### src/rtl/l2_arbiter.sv
// l2_arbiter: round-robin arbiter and transaction sequencer between N_REQ
// per-core L1 miss ports and the single-ported shared L2 array.
// One core is granted at a time; its request is forwarded to the array.
// On a write, every other core's L1 is told to invalidate the written
// address, and completion waits until all of them have acknowledged.
//
// Ports:
//   clk, rst          clock; synchronous active-high reset
//   en/w/addr/d_in    per-core request valid, write flag, address, write data
//   d_out/ready       per-core read data and one-cycle completion pulse
//   invalidate        per-core invalidation request, address on inv_addr
//   invalidated       per-core invalidation acknowledge (pulse or level)
//   mem_*             single array port (request/flag/address/data, response)
//   busy              high whenever the sequencer is not IDLE
//   grant_id          current or last owner index
module l2_arbiter #(
  parameter int N_REQ  = 4,
  parameter int ADDR_W = 16,
  parameter int DATA_W = 16,
  parameter int IDX_W  = (N_REQ > 1) ? $clog2(N_REQ) : 1
) (
  input  logic                          clk,
  input  logic                          rst,
  input  logic [N_REQ-1:0]              en,
  input  logic [N_REQ-1:0]              w,
  input  logic [N_REQ-1:0][ADDR_W-1:0]  addr,
  input  logic [N_REQ-1:0][DATA_W-1:0]  d_in,
  output logic [N_REQ-1:0][DATA_W-1:0]  d_out,
  output logic [N_REQ-1:0]              ready,
  output logic [N_REQ-1:0]              invalidate,
  output logic [ADDR_W-1:0]             inv_addr,
  input  logic [N_REQ-1:0]              invalidated,
  output logic                          mem_en,
  output logic                          mem_w,
  output logic [ADDR_W-1:0]             mem_addr,
  output logic [DATA_W-1:0]             mem_in,
  input  logic [DATA_W-1:0]             mem_out,
  input  logic                          mem_ready,
  output logic                          busy,
  output logic [IDX_W-1:0]              grant_id
);

  typedef enum logic [1:0] {
    IDLE  = 2'd0,
    ISSUE = 2'd1,
    INVAL = 2'd2,
    RESP  = 2'd3
  } state_t;

  state_t                        state_r, state_s;
  logic [IDX_W-1:0]              rr_ptr_r, rr_ptr_s;
  logic [IDX_W-1:0]              owner_r, owner_s;
  logic                          wr_r, wr_s;
  logic [ADDR_W-1:0]             addr_r, addr_s;
  logic [DATA_W-1:0]             wdata_r, wdata_s;
  logic [DATA_W-1:0]             rdata_r, rdata_s;
  logic [N_REQ-1:0]              ack_mask_r, ack_mask_s;
  logic                          mem_en_r, mem_en_s;
  logic [N_REQ-1:0]              ready_r, ready_s;
  logic [N_REQ-1:0]              invalidate_r, invalidate_s;
  logic [N_REQ-1:0][DATA_W-1:0]  d_out_r, d_out_s;
  logic [ADDR_W-1:0]             inv_addr_r, inv_addr_s;

  logic                          found_s;
  logic [IDX_W-1:0]              pick_s;
  logic                          pick_w_s;
  logic [ADDR_W-1:0]             pick_addr_s;
  logic [DATA_W-1:0]             pick_data_s;
  logic [N_REQ-1:0]              owner_oh_s;
  logic [N_REQ-1:0]              acks_s;

  // Round-robin pick: first pass covers indices at or above rr_ptr, the
  // second pass wraps around to the low indices.
  always_comb begin
    found_s     = 1'b0;
    pick_s      = '0;
    pick_w_s    = 1'b0;
    pick_addr_s = '0;
    pick_data_s = '0;
    for (int j = 0; j < N_REQ; j++) begin
      if (!found_s && en[j] && (IDX_W'(j) >= rr_ptr_r)) begin
        found_s     = 1'b1;
        pick_s      = IDX_W'(j);
        pick_w_s    = w[j];
        pick_addr_s = addr[j];
        pick_data_s = d_in[j];
      end else begin
        found_s     = found_s;
      end
    end
    for (int j = 0; j < N_REQ; j++) begin
      if (!found_s && en[j]) begin
        found_s     = 1'b1;
        pick_s      = IDX_W'(j);
        pick_w_s    = w[j];
        pick_addr_s = addr[j];
        pick_data_s = d_in[j];
      end else begin
        found_s     = found_s;
      end
    end
  end

  // Owner one-hot and the accumulated acknowledge mask for this cycle.
  always_comb begin
    owner_oh_s = '0;
    for (int j = 0; j < N_REQ; j++) begin
      owner_oh_s[j] = (IDX_W'(j) == owner_r);
    end
    acks_s = ack_mask_r | invalidated;
  end

  // Next-state and next-output logic; every output is the registered copy.
  always_comb begin
    state_s      = state_r;
    rr_ptr_s     = rr_ptr_r;
    owner_s      = owner_r;
    wr_s         = wr_r;
    addr_s       = addr_r;
    wdata_s      = wdata_r;
    rdata_s      = rdata_r;
    ack_mask_s   = ack_mask_r;
    mem_en_s     = mem_en_r;
    ready_s      = '0;
    invalidate_s = invalidate_r;
    d_out_s      = d_out_r;
    inv_addr_s   = inv_addr_r;
    case (state_r)
      IDLE: begin
        if (found_s) begin
          owner_s  = pick_s;
          rr_ptr_s = (pick_s == IDX_W'(N_REQ - 1)) ? '0 : pick_s + IDX_W'(1);
          wr_s     = pick_w_s;
          addr_s   = pick_addr_s;
          wdata_s  = pick_data_s;
          mem_en_s = 1'b1;
          state_s  = ISSUE;
        end else begin
          state_s  = IDLE;
        end
      end
      ISSUE: begin
        if (mem_ready) begin
          rdata_s  = mem_out;
          mem_en_s = 1'b0;
          if (wr_r && (N_REQ > 1)) begin
            // Owner starts out acknowledged, so it is never invalidated.
            ack_mask_s   = owner_oh_s;
            invalidate_s = ~owner_oh_s;
            inv_addr_s   = addr_r;
            state_s      = INVAL;
          end else begin
            ready_s = owner_oh_s;
            for (int j = 0; j < N_REQ; j++) begin
              if (owner_oh_s[j]) begin
                d_out_s[j] = mem_out;
              end else begin
                d_out_s[j] = d_out_r[j];
              end
            end
            state_s = RESP;
          end
        end else begin
          state_s = ISSUE;
        end
      end
      INVAL: begin
        ack_mask_s   = acks_s;
        invalidate_s = ~acks_s;
        if (&acks_s) begin
          ready_s = owner_oh_s;
          for (int j = 0; j < N_REQ; j++) begin
            if (owner_oh_s[j]) begin
              d_out_s[j] = rdata_r;
            end else begin
              d_out_s[j] = d_out_r[j];
            end
          end
          state_s = RESP;
        end else begin
          state_s = INVAL;
        end
      end
      RESP: begin
        state_s = IDLE;
      end
      default: begin
        state_s = IDLE;
      end
    endcase
  end

  // State and output registers with synchronous reset.
  always_ff @(posedge clk) begin
    if (rst) begin
      state_r      <= IDLE;
      rr_ptr_r     <= '0;
      owner_r      <= '0;
      wr_r         <= 1'b0;
      addr_r       <= '0;
      wdata_r      <= '0;
      rdata_r      <= '0;
      ack_mask_r   <= '0;
      mem_en_r     <= 1'b0;
      ready_r      <= '0;
      invalidate_r <= '0;
      d_out_r      <= '0;
      inv_addr_r   <= '0;
    end else begin
      state_r      <= state_s;
      rr_ptr_r     <= rr_ptr_s;
      owner_r      <= owner_s;
      wr_r         <= wr_s;
      addr_r       <= addr_s;
      wdata_r      <= wdata_s;
      rdata_r      <= rdata_s;
      ack_mask_r   <= ack_mask_s;
      mem_en_r     <= mem_en_s;
      ready_r      <= ready_s;
      invalidate_r <= invalidate_s;
      d_out_r      <= d_out_s;
      inv_addr_r   <= inv_addr_s;
    end
  end

  assign mem_en     = mem_en_r;
  assign mem_w      = wr_r;
  assign mem_addr   = addr_r;
  assign mem_in     = wdata_r;
  assign ready      = ready_r;
  assign d_out      = d_out_r;
  assign invalidate = invalidate_r;
  assign inv_addr   = inv_addr_r;
  assign grant_id   = owner_r;
  assign busy       = (state_r != IDLE);

endmodule

### config.mk
export PLATFORM = sky130hd
export DESIGN_NAME = l2_arbiter
export DESIGN_NICKNAME = d
export VERILOG_FILES = /design/src/rtl/l2_arbiter.sv
export SDC_FILE = /design/constraint.sdc
export NUM_CORES = 1
export LEC_CHECK = 0
export ABC_AREA = 1
export BUFFER_PORTS_ARGS = -buffer_cell sky130_fd_sc_hd__buf_4
export CORE_ASPECT_RATIO = 0.5
export CORE_MARGIN = 5
export CORE_UTILIZATION = 25
export CTS_CLUSTER_SIZE = 40
export DETAILED_ROUTE_END_ITERATION = 8
export MAX_ROUTING_LAYER = met4
export PLACE_DENSITY = 0.46
export SYNTH_ARGS = -nofsm -noshare
export SYNTH_HDL_FRONTEND = slang
export SYNTH_SLANG_ARGS = --single-unit
### constraint.sdc
create_clock -name clk -period 5 [get_ports clk]
set_input_delay 0 -clock clk [delete_from_list [all_inputs] [get_ports clk]]
set_output_delay 0 -clock clk [all_outputs]
set_load 0.01 [all_outputs]
==> qor.txt, run 1 <==
Max Fclk - 242 MHz
FF-to-FF path depth - 10
CTS clock-pin slew for the worst setup and hold paths - 0.07 ns
Die ar. - 0.0346 mm^2
Worst EP arrival - 4.45 ns
Via/cell ratio - 4.63
Most used cell, CP - nand2_2
DRT Pass-1 Iters - 5
Port bufs - 283
Clock network power share - 0.346
Layout area overhead - 44.9%
Hold Path Stages - 5
First-pass GRT wire length - 48,900 um
Worst-path fanout max - 42
Final setup vio count - 0
Switching Share - 0.344
Row count - 45
RePlAce Congestion - 0.880
Largest net degree at the start of global routing - 63
Routed wire length - 32,100 um
Worst-Margin Slew - 1.16 ns
Vias in the first global route - 8,403
Cells after Synth - 1,222
CTS tree - yes
Reg-to-reg slack, setup - 0.86 ns
Hold path startpoint - addr[42]
Post-route insts no fill - 1,916
Setup tns final - 0 ns
Crit path largest cell delay - 0.61 ns
Reg2reg start - rr_ptr_r[1]
Prevailing post-synth register cell - dfxtp_1
Period utilization - 0.827
Syn Nets - 1,385
Reg2reg end - mem_in[13]
PwrDens - 353 mW/mm^2
Skew final - 0.0221 ns
Int Pwr - 0.00258 W
Initial antenna violation count - 3
Routed vias - 8,870
CP Cell Sequence - nand2_1 > nand2_2 > nand2_4 > nor3_2 > nand3_1 > nand2_2 > inv_2 > o21ai_1 > a21oi_1 > dlygate4sd3_1
Die Span X - 258 um
Ports - 284
NetSw - 0.00135 W
Hold/Removal Path Class - primary input to flip-flop
Clk sinks - 148
Synth unique cells - 27
Final Hold Vio Count - 0
H-tree depth - 4
Die height - 134 um
Maxcap violations - 0
Post-DRT Antenna Nets - 0
CP Capture Type - flip-flop
Number of synthesized register bits - 148
Fill count - 3,299
Syn_area_per_cell - 6.29 um^2
Resized cells post-CTS - 0
Max-slew headroom - 0.222
CTS Buffer Depth - 2
Clock Latency Late Sink - 0.43 ns
CP Class - flip-flop to flip-flop
RSZ-0062 raised after global routing - no
DR WL/cell - 16.8 um
Peak VDD IR - 205 uV
Outcome - completed
Final instance area - 0.0111 mm^2
Pins over their slew limit - 0
Core area - 0.0303 mm^2
Number of CTS-inserted buffers - 17
LEAKAGE - 5.24 nW
Reg power frac - 0.360
Critical Path Source Type - flip-flop
EDFF count, synth - 0
Yosys warnings - 0
Root Driver - clkbuf_16
DRC violation count after routing - 0
Comb power frac - 0.294
Synthesized cell area - 0.00768 mm^2
Layout cell share with drive strength beyond 1 - 0.222
Crit path time final - 4.14 ns
Post-synthesis sequential area ratio - 0.386
Gr usage total - 0.182
DR iter-0 viols - 590
# nets final - 1,664
Worst hold endpoint - mem_addr[10]
Critical Path RT - 5.32 ns
Post-Place Cells - 1,831
Hpwl dp - 23,600 um
Post-DP Area - 0.0100 mm^2
Post-synth ARST share - 0
Slowest CP cell - nand2_2
Gr ovfl total - 0
Starting Density - 0.254
## placed cells by master, fill, tap and decap left out, drive strengths merged, types with 7 or more instances in the layout
| cell type | Yosys | routed |
|---|---|---|
| o21ai | 120 | 120 |
| buf | 23 | 288 |
| dfxtp | 148 | 148 |
| a21oi | 103 | 103 |
| clkbuf | 55 | 17 |
| inv | 140 | 147 |
| a31oi | 7 | 7 |
| dlygate4sd3 | 0 | 50 |
| nor2 | 203 | 203 |
| nand3 | 97 | 97 |
| nand4 | 49 | 49 |
| nand2 | 264 | 264 |
## cell usage after synthesis, types with 3 or more instances
cell      count  area [um^2]
nand2_1     259          972
nor2_1      202          758
dfxtp_1     148         2960
inv_1       137          514
o21ai_0     115          576
a21oi_1     103          515
nand3_1      94          470
clkbuf_1     54          203
nand4_1      49          307
buf_2        19         95.1
a31oi_1       7         43.8
o21ai_1       5         25.0
ha_1          4         50.1
nand2_2       4         25.0
inv_2         3         11.3
nor3_1        3         15.0
## metrics by stage
step | total power, W | utilization | worst slack (ns) | hold WS [ns]
final | 0.00393 | 0.368 | 0.864 | 0.0147
after global routing | 0.00416 | 0.368 | 0.519 | 0.0280
after global placement | 0.00253 | 0.330 | 1.59 | 0.266
after detailed placement | 0.00254 | 0.330 | 1.41 | 0.279
after floorplan | 0.00203 | - | 3.28 | 0.143
after CTS | 0.00396 | 0.367 | 0.891 | 0.000681
## logic make-up after synthesis
family / after synthesis / share of synthesized area
adder cells (fa/ha/maj): 4 / 0.00651
buffers and inverters: 221 / 0.114
AND/OR/NAND/NOR: 617 / 0.341
AO/OA/AOI/OAI: 232 / 0.153
flip-flops: 148 / 0.386
## registers in the layout, summed over array words and instances (netlist names), named ones only
signal,cells
ack_mask_r,4
d_out,64
grant_id,2
inv_addr,16
invalidate,4
mem_addr,16
mem_en,1
mem_in,16
mem_w,1
rdata_r,16
ready,4
rr_ptr_r,2
state_r,1
## power by group through the flow
| stage | Sequential [W] | Combinational, W | Clock [W] |
|---|---|---|---|
| 5_1_grt | 0.00143 | 0.00129 | 0.00145 |
| 3_3_place_gp | 0.00144 | 0.00109 | 0 |
| 4_1_cts | 0.00142 | 0.00116 | 0.00138 |
| 2_1_floorplan | 0.00146 | 0.000567 | 0 |
| 3_5_place_dp | 0.00144 | 0.00110 | 0 |
| 6_report | 0.00142 | 0.00116 | 0.00136 |
## critical path, delay by kind of cell (launching register included)
family	cells	cell delay, ns
flip-flops	1	0.42
AO/OA/AOI/OAI	2	0.33
buffers and inverters	2	1.04
AND/OR/NAND/NOR	6	2.24
## layer usage
| layer | share of wire | track usage | wire, um |
|---|---|---|---|
| met1 | 0.45 | 0.236 | 14500 |
| met2 | 0.48 | 0.293 | 15400 |
| met4 | 0.025 | 0.0595 | 791 |
| met3 | 0.046 | 0.0299 | 1470 |
| met5 | 0 | - | 0 |
## cell type report
cell class              count  area, um^2  share of cell area
inverters                 143         538              0.0483
well taps                 399         499              0.0448
clock buffers              17         425              0.0382
clock inverters            15         193              0.0173
flip-flops and latches    148        2960               0.266
repair buffers            338        2660               0.239
diodes                      3        7.51            0.000674
multi-input cells         853        3840               0.345
## how the worst max path moves through the flow
| stage | endpoint | slack [ns] | cells after the start | startpoint |
|---|---|---|---|---|
| 3_3_place_gp | mem_addr[15] | 1.59 | 9 | rr_ptr_r[1] |
| 2_1_floorplan | ack_mask_r[0] | 3.28 | 10 | flip-flop |
| 3_5_place_dp | mem_in[12] | 1.41 | 9 | rr_ptr_r[1] |
| 6_report | mem_in[13] | 0.86 | 10 | rr_ptr_r[1] |
| 5_1_grt | mem_in[13] | 0.52 | 10 | rr_ptr_r[1] |
| 4_1_cts | mem_in[13] | 0.89 | 10 | rr_ptr_r[1] |
## what timing repair did
action | 4_1_cts | 5_1_grt
endpoints found under the hold margin | 44 | 0
hold buffers | 50 | 0
setup buffers | 0 | 0
No activity file was read; power rests on OpenSTA's default activity.
==> run 2: changes to the inputs <==
clock period = 4 ns   (was 5 ns; I/O delays follow)
==> qor.txt, run 2 (synthesized netlist as in run 1, its figures left out) <==
Number of CTS-inserted buffers - 17 (unchanged)
Comb power frac - 0.302 (+0.008)
Final setup vio count - 0 (unchanged)
Vias in the first global route - 8,602 (+2.4%)
DRC violation count after routing - 0 (unchanged)
First-pass GRT wire length - 50,300 um (+3.0%)
PwrDens - 432 mW/mm^2 (+22%)
CP Capture Type - flip-flop
Max Fclk - 267 MHz (+10%)
DR WL/cell - 16.9 um (+0.59%)
Routed met1 length - 14,900 um (+2.9%)
CTS tree - yes
Crit path time final - 3.74 ns (-0.393 ns)
Port bufs - 283 (unchanged)
Initial antenna violation count - 0 (-3)
Die ar. - 0.0346 mm^2 (unchanged)
Die height - 134 um (unchanged)
Worst hold endpoint - mem_in[5]
Maxcap violations - 0 (unchanged)
Worst-Margin Slew - 1.19 ns (+0.0283 ns)
Ant diodes - 0 (-3)
Period utilization - 0.936 (+0.109)
Max-slew headroom - 0.205 (-0.0167)
CP Class - flip-flop to flip-flop
Reg-to-reg slack, setup - 0.26 ns (-0.61 ns)
FF-to-FF path depth - 12 (+2)
Row count - 45 (unchanged)
Critical Path RT - 4.33 ns (-0.99 ns)
Post CTS Setup Buffer Count - 0 (unchanged)
Hpwl dp - 23,600 um (-0.35%)
Skew final - 0.0114 ns (-0.0107 ns)
Layout area overhead - 47.6%
RePlAce Congestion - 0.905 (+2.8%)
FF+latch area - 0.00296 mm^2 (unchanged)
Layout cell share with drive strength beyond 1 - 0.223 (+0.00145)
Via/cell ratio - 4.59 (-0.82%)
Max FFs per register - 64 (unchanged)
RSZ-0062 raised after global routing - no
Power, Total - 0.00490 W (+24%)
Pins over their slew limit - 0 (unchanged)
LEAKAGE - 5.34 nW (+1.9%)
Switching Share - 0.346 (+0.00134)
Clk sinks - 148 (unchanged)
WL met2 - 15,900 um (+3.4%)
Hold Path Stages - 5 (unchanged)
Largest net degree at the start of global routing - 84 (+33%)
Top Metal Used - met4
Outcome - completed
Reg power frac - 0.362 (+0.002)
Ports - 284 (unchanged)
Setup tns final - 0 ns (unchanged)
Clock Latency Late Sink - 0.44 ns (about the same)
Core area - 0.0303 mm^2 (unchanged)
Int Pwr - 0.00320 W (+24%)
Hold path startpoint - d_in[37]
H-tree depth - 4 (unchanged)
Final Hold Vio Count - 0 (unchanged)
Final instance area - 0.0113 mm^2 (+1.9%)
Fill count - 3,289 (-0.30%)
Routed vias - 8,903 (+0.37%)
Post-DRT Antenna Nets - 0 (unchanged)
Reg2reg start - rr_ptr_r[1]
Metal3 WL - 1360 um (-7.6%)
Starting Density - 0.254 (unchanged)
Die Span X - 258 um (unchanged)
NetSw - 0.00169 W (+25%)
Clock network power share - 0.336 (-0.010)
Root Driver - clkbuf_16
Multi-input gate area in the final layout - 0.00385 mm^2 (+0.20%)
Most common cell after layout, fill and taps aside - buf_4
Gr usage total - 0.188 (+0.00586)
CTS clock-pin slew for the worst setup and hold paths - 0.07 ns (about the same)
Final design utilization - 0.375 (+0.00698)
Reg2reg end - mem_in[13]
# nets final - 1,690 (+1.6%)
Gr ovfl total - 0 (unchanged)
Routed wire length - 32,700 um (+1.8%)
Worst EP arrival - 4.07 ns (-0.38 ns)
Worst-path fanout max - 33 (-21%)
Peak VDD IR - 244 uV (+19%)
CTS Buffer Depth - 2 (unchanged)
Post-DP Area - 0.0101 mm^2 (+0.68%)
Most frequent cells in the layout - buf_4 (297), nand2_1 (259), nor2_1 (201)
Hold/Removal Path Class - primary input to flip-flop
DR iter-0 viols - 705 (+19%)
Critical Path Source Type - flip-flop
DRT Pass-1 Iters - 7 (+2)
run 2: worst max path at each step:
stage,start,to,cells past startpoint
2_1_floorplan,flip-flop,ack_mask_r[0],10
3_3_place_gp,rr_ptr_r[1],mem_addr[13],11
3_5_place_dp,rr_ptr_r[1],mem_addr[14],12
4_1_cts,rr_ptr_r[1],mem_in[13],12
5_1_grt,rr_ptr_r[1],mem_in[13],12
6_report,rr_ptr_r[1],mem_in[13],12
run 2: power groups by stage:
stage               Sequential (W)  Clock [W]  Combinational (W)
floorplan                  0.00182          0           0.000709
global placement           0.00180          0            0.00137
detailed placement         0.00181          0            0.00138
CTS                        0.00177    0.00170            0.00148
global route               0.00179    0.00175            0.00164
finish                     0.00177    0.00165            0.00148
run 2: metal layers:
| metal | up-vias | track usage |
|---|---|---|
| li1 | 4538 | - |
| met2 | 244 | 0.313 |
| met5 | - | - |
| met3 | 34 | 0.0271 |
| met1 | 4087 | 0.242 |
| met4 | 0 | 0.0507 |
run 2: through the flow:
step / setup WS [ns] / cells / hold slack [ns]
after floorplan: 2.28 / 1222 / 0.143
after detailed placement: 1.11 / 1840 / 0.276
after global routing: 0.0115 / 1939 / 0.0679
after CTS: 0.182 / 1939 / 0.0130
after global placement: 1.18 / 1840 / 0.265
final: 0.257 / 1939 / 0.0397
run 2: layout make-up:
type	instances	share of cell area
clock inverter	12	0.0125
timing repair buffer	364	0.256
inverter	143	0.0478
multi-input combinational	853	0.340
clock buffer	20	0.0394
tap	399	0.0440
sequential	148	0.261
run 2: worst max-delay path, cell delays in order, from the launching register on:
cell,delay [ns]
dfxtp_1,0.41
nor2_1,0.07
nand2_2,0.47
buf_4,0.31
clkinvlp_4,0.60
nand2_1,0.21
nand3_1,0.10
o21ai_0,0.11
nand3_1,0.09
a21oi_1,0.11
dlygate4sd3_1,0.55
a21oi_1,0.06
dlygate4sd3_1,0.55
run 2: what timing repair did:
action	CTS	global route
gates resized for setup	0	2
hold buffers	67	0
hold endpoints to repair	53	0
endpoints found under the setup margin	0	1
==> run 3: changes to the inputs <==
CELL_PAD_IN_SITES_DETAIL_PLACEMENT = 0   (was not set)
CELL_PAD_IN_SITES_GLOBAL_PLACEMENT = 1   (was not set)
CORE_ASPECT_RATIO = 1.75   (was 0.5)
PLACE_DENSITY = 0.63   (was 0.46)
==> qor.txt, run 3 (synthesized netlist as in run 1, its figures left out) <==
Crit path largest cell delay - 0.62 ns (+0.02 ns)
DRC violation count after routing - 0 (unchanged)
Ports - 284 (unchanged)
Most used cell, CP - nand2_1
DR iter-0 viols - 381 (-46%)
Root Driver - clkbuf_16
Vias in the first global route - 8,630 (+0.33%)
Final Hold Vio Count - 0 (unchanged)
Maxcap violations - 0 (unchanged)
Max-slew headroom - 0.236 (+0.0308)
LEAKAGE - 5.50 nW (+3.1%)
Final instance area - 0.0116 mm^2 (+2.2%)
Final setup vio count - 0 (unchanged)
First-pass GRT wire length - 50,400 um (+0.15%)
Core area - 0.0305 mm^2 (+0.76%)
DR WL/cell - 17.2 um (+2.1%)
Die ar. - 0.0345 mm^2 (-0.22%)
CP Class - flip-flop to flip-flop
Max Fclk - 268 MHz (+0.30%)
H-tree depth - 4 (unchanged)
Routed wire length - 33,700 um (+3.1%)
Family with the most delay on the worst path - buffers and inverters
CTS Buffer Depth - 2 (unchanged)
Most frequent cells in the layout - buf_4 (296), nand2_1 (259), nor2_1 (201)
Clock Latency Late Sink - 0.45 ns (about the same)
Gr ovfl total - 0 (unchanged)
Setup tns final - 0 ns (unchanged)
Fill count - 3,353 (+1.9%)
Post-DRT Antenna Nets - 0 (unchanged)
Clk sinks - 148 (unchanged)
Outcome - completed
Worst-Margin Slew - 1.14 ns (-0.0479 ns)
CTS clock-pin slew for the worst setup and hold paths - 0.07 ns (about the same)
Max FFs per register - 64 (unchanged)
Most common cell after layout, fill and taps aside - buf_4
Critical Path RT - 4.40 ns (+0.07 ns)
Gr usage total - 0.196 (+0.00777)
Pins over their slew limit - 0 (unchanged)
Hold path startpoint - mem_ready
Starting Density - 0.252 (-0.00192)
Crit path time final - 3.73 ns (-0.0112 ns)
Period utilization - 0.933 (-0.00279)
Die Span X - 143 um (-45%)
Hold/Removal Path Class - primary input to flip-flop
DRT Pass-1 Iters - 5 (-2)
CTS tree - yes
Hpwl dp - 24,600 um (+4.6%)
Post CTS Setup Buffer Count - 0 (unchanged)
Routed vias - 8,817 (-0.97%)
Via/cell ratio - 4.50 (-1.9%)
Layout cell share with drive strength beyond 1 - 0.220 (-0.00357)
Row count - 85 (+89%)
PwrDens - 428 mW/mm^2 (-0.80%)
Number of CTS-inserted buffers - 17 (unchanged)
Post-DP Area - 0.0101 mm^2 (-0.12%)
Critical Path Source Type - flip-flop
Hold_ws - 0.0186 ns (-0.0210 ns)
Largest net degree at the start of global routing - 80 (-4.8%)
CP bufs+invs - 3 (-1)
Layout area overhead - 50.9%
FF+latch area - 0.00296 mm^2 (unchanged)
Worst-path fanout max - 26 (-21%)
Crit path from - rr_ptr_r[1]
Slowest CP cell - nor2_4
CP Cell Sequence - nand2_1 > nand2_2 > nand2_4 > nor2_4 > nand3_4 > inv_2 > nand2_1 > nand3_1 > dlygate4sd3_1 > nand2_1 > a21oi_1 > dlygate4sd3_1
RSZ-0062 raised after global routing - no
Reg2reg start - rr_ptr_r[1]
Initial antenna violation count - 2 (+2)
Resized cells post-CTS - 0 (unchanged)
Peak VDD IR - 285 uV (+17%)
Port bufs - 283 (unchanged)
# nets final - 1,715 (+1.5%)
Skew final - 0.0115 ns (+0.000154 ns)
Multi-input gate area in the final layout - 0.00385 mm^2 (about the same)
Die height - 242 um (+81%)
CP Capture Type - flip-flop
RePlAce Congestion - 0.833 (-7.9%)
Worst EP arrival - 4.13 ns (+0.06 ns)
[run 3: cell count changes in the layout (fill, tap and decap cells not counted), sizes merged]
cell / before / now
dlygate4sd3: 67 / 93
clkinv: 5 / 11
inv: 145 / 141
clkbuf: 20 / 18
diode: 0 / 2
buf: 297 / 296
[run 3: stage by stage]
step	cells	total power [W]	setup WS [ns]	util
final	1958	0.00496	0.269	0.380
after global routing	1958	0.00526	0.00707	0.380
after CTS	1956	0.00503	0.236	0.380
after detailed placement	1831	0.00321	1.25	0.330
after global placement	1831	0.00320	1.31	0.330
after floorplan	1222	0.00253	2.28	-
[run 3: path summary, 6_finish.rpt]
| path | endpoint | slack [ns] | cells after the start |
|---|---|---|---|
| min | state_r[0] | 0.02 | 6 |
| max | mem_in[10] | 0.27 | 12 |
| min reg2reg | d_out[57] | 0.44 | 2 |
| max reg2reg | mem_in[10] | 0.27 | 12 |
[run 3: layout make-up]
cell class / count / area share
multi-input cells: 853 / 0.332
repair buffers: 389 / 0.272
flip-flops and latches: 148 / 0.256
inverters: 143 / 0.0464
well taps: 391 / 0.0422
clock buffers: 18 / 0.0379
clock inverters: 14 / 0.0135
diodes: 2 / 0.000432
[run 3: timing repair]
item                                   in CTS  in global routing
hold buffers                               93                  0
setup endpoints to repair                   0                  0
endpoints found under the hold margin      55                  0
[run 3: routing by layer]
metal | share of wire | vias up | routed length (um) | track usage
met2 | 0.55 | 277 | 18600 | 0.358
met4 | 0.032 | 0 | 1090 | 0.0806
met5 | 0 | - | 0 | -
li1 | - | 4589 | - | -
met3 | 0.065 | 49 | 2210 | 0.0517
met1 | 0.35 | 3902 | 11900 | 0.192
[run 3: worst register-to-register path, stage by stage (launching register included)]
cell and delay (ns):
dfxtp_1 0.45, nand2_1 0.10, nand2_2 0.09, nand2_4 0.06
nor2_4 0.62, nand3_4 0.41, inv_2 0.44, nand2_1 0.10
nand3_1 0.10, dlygate4sd3_1 0.55, nand2_1 0.05, a21oi_1 0.14
dlygate4sd3_1 0.56
[run 3: power by group]
group / switching (W) / total (W) / internal (W)
Sequential: 0.000134 / 0.00178 / 0.00164
Clock: 0.000704 / 0.00164 / 0.000941
Combinational: 0.000871 / 0.00154 / 0.000672
Total: 0.00171 / 0.00496 / 0.00326
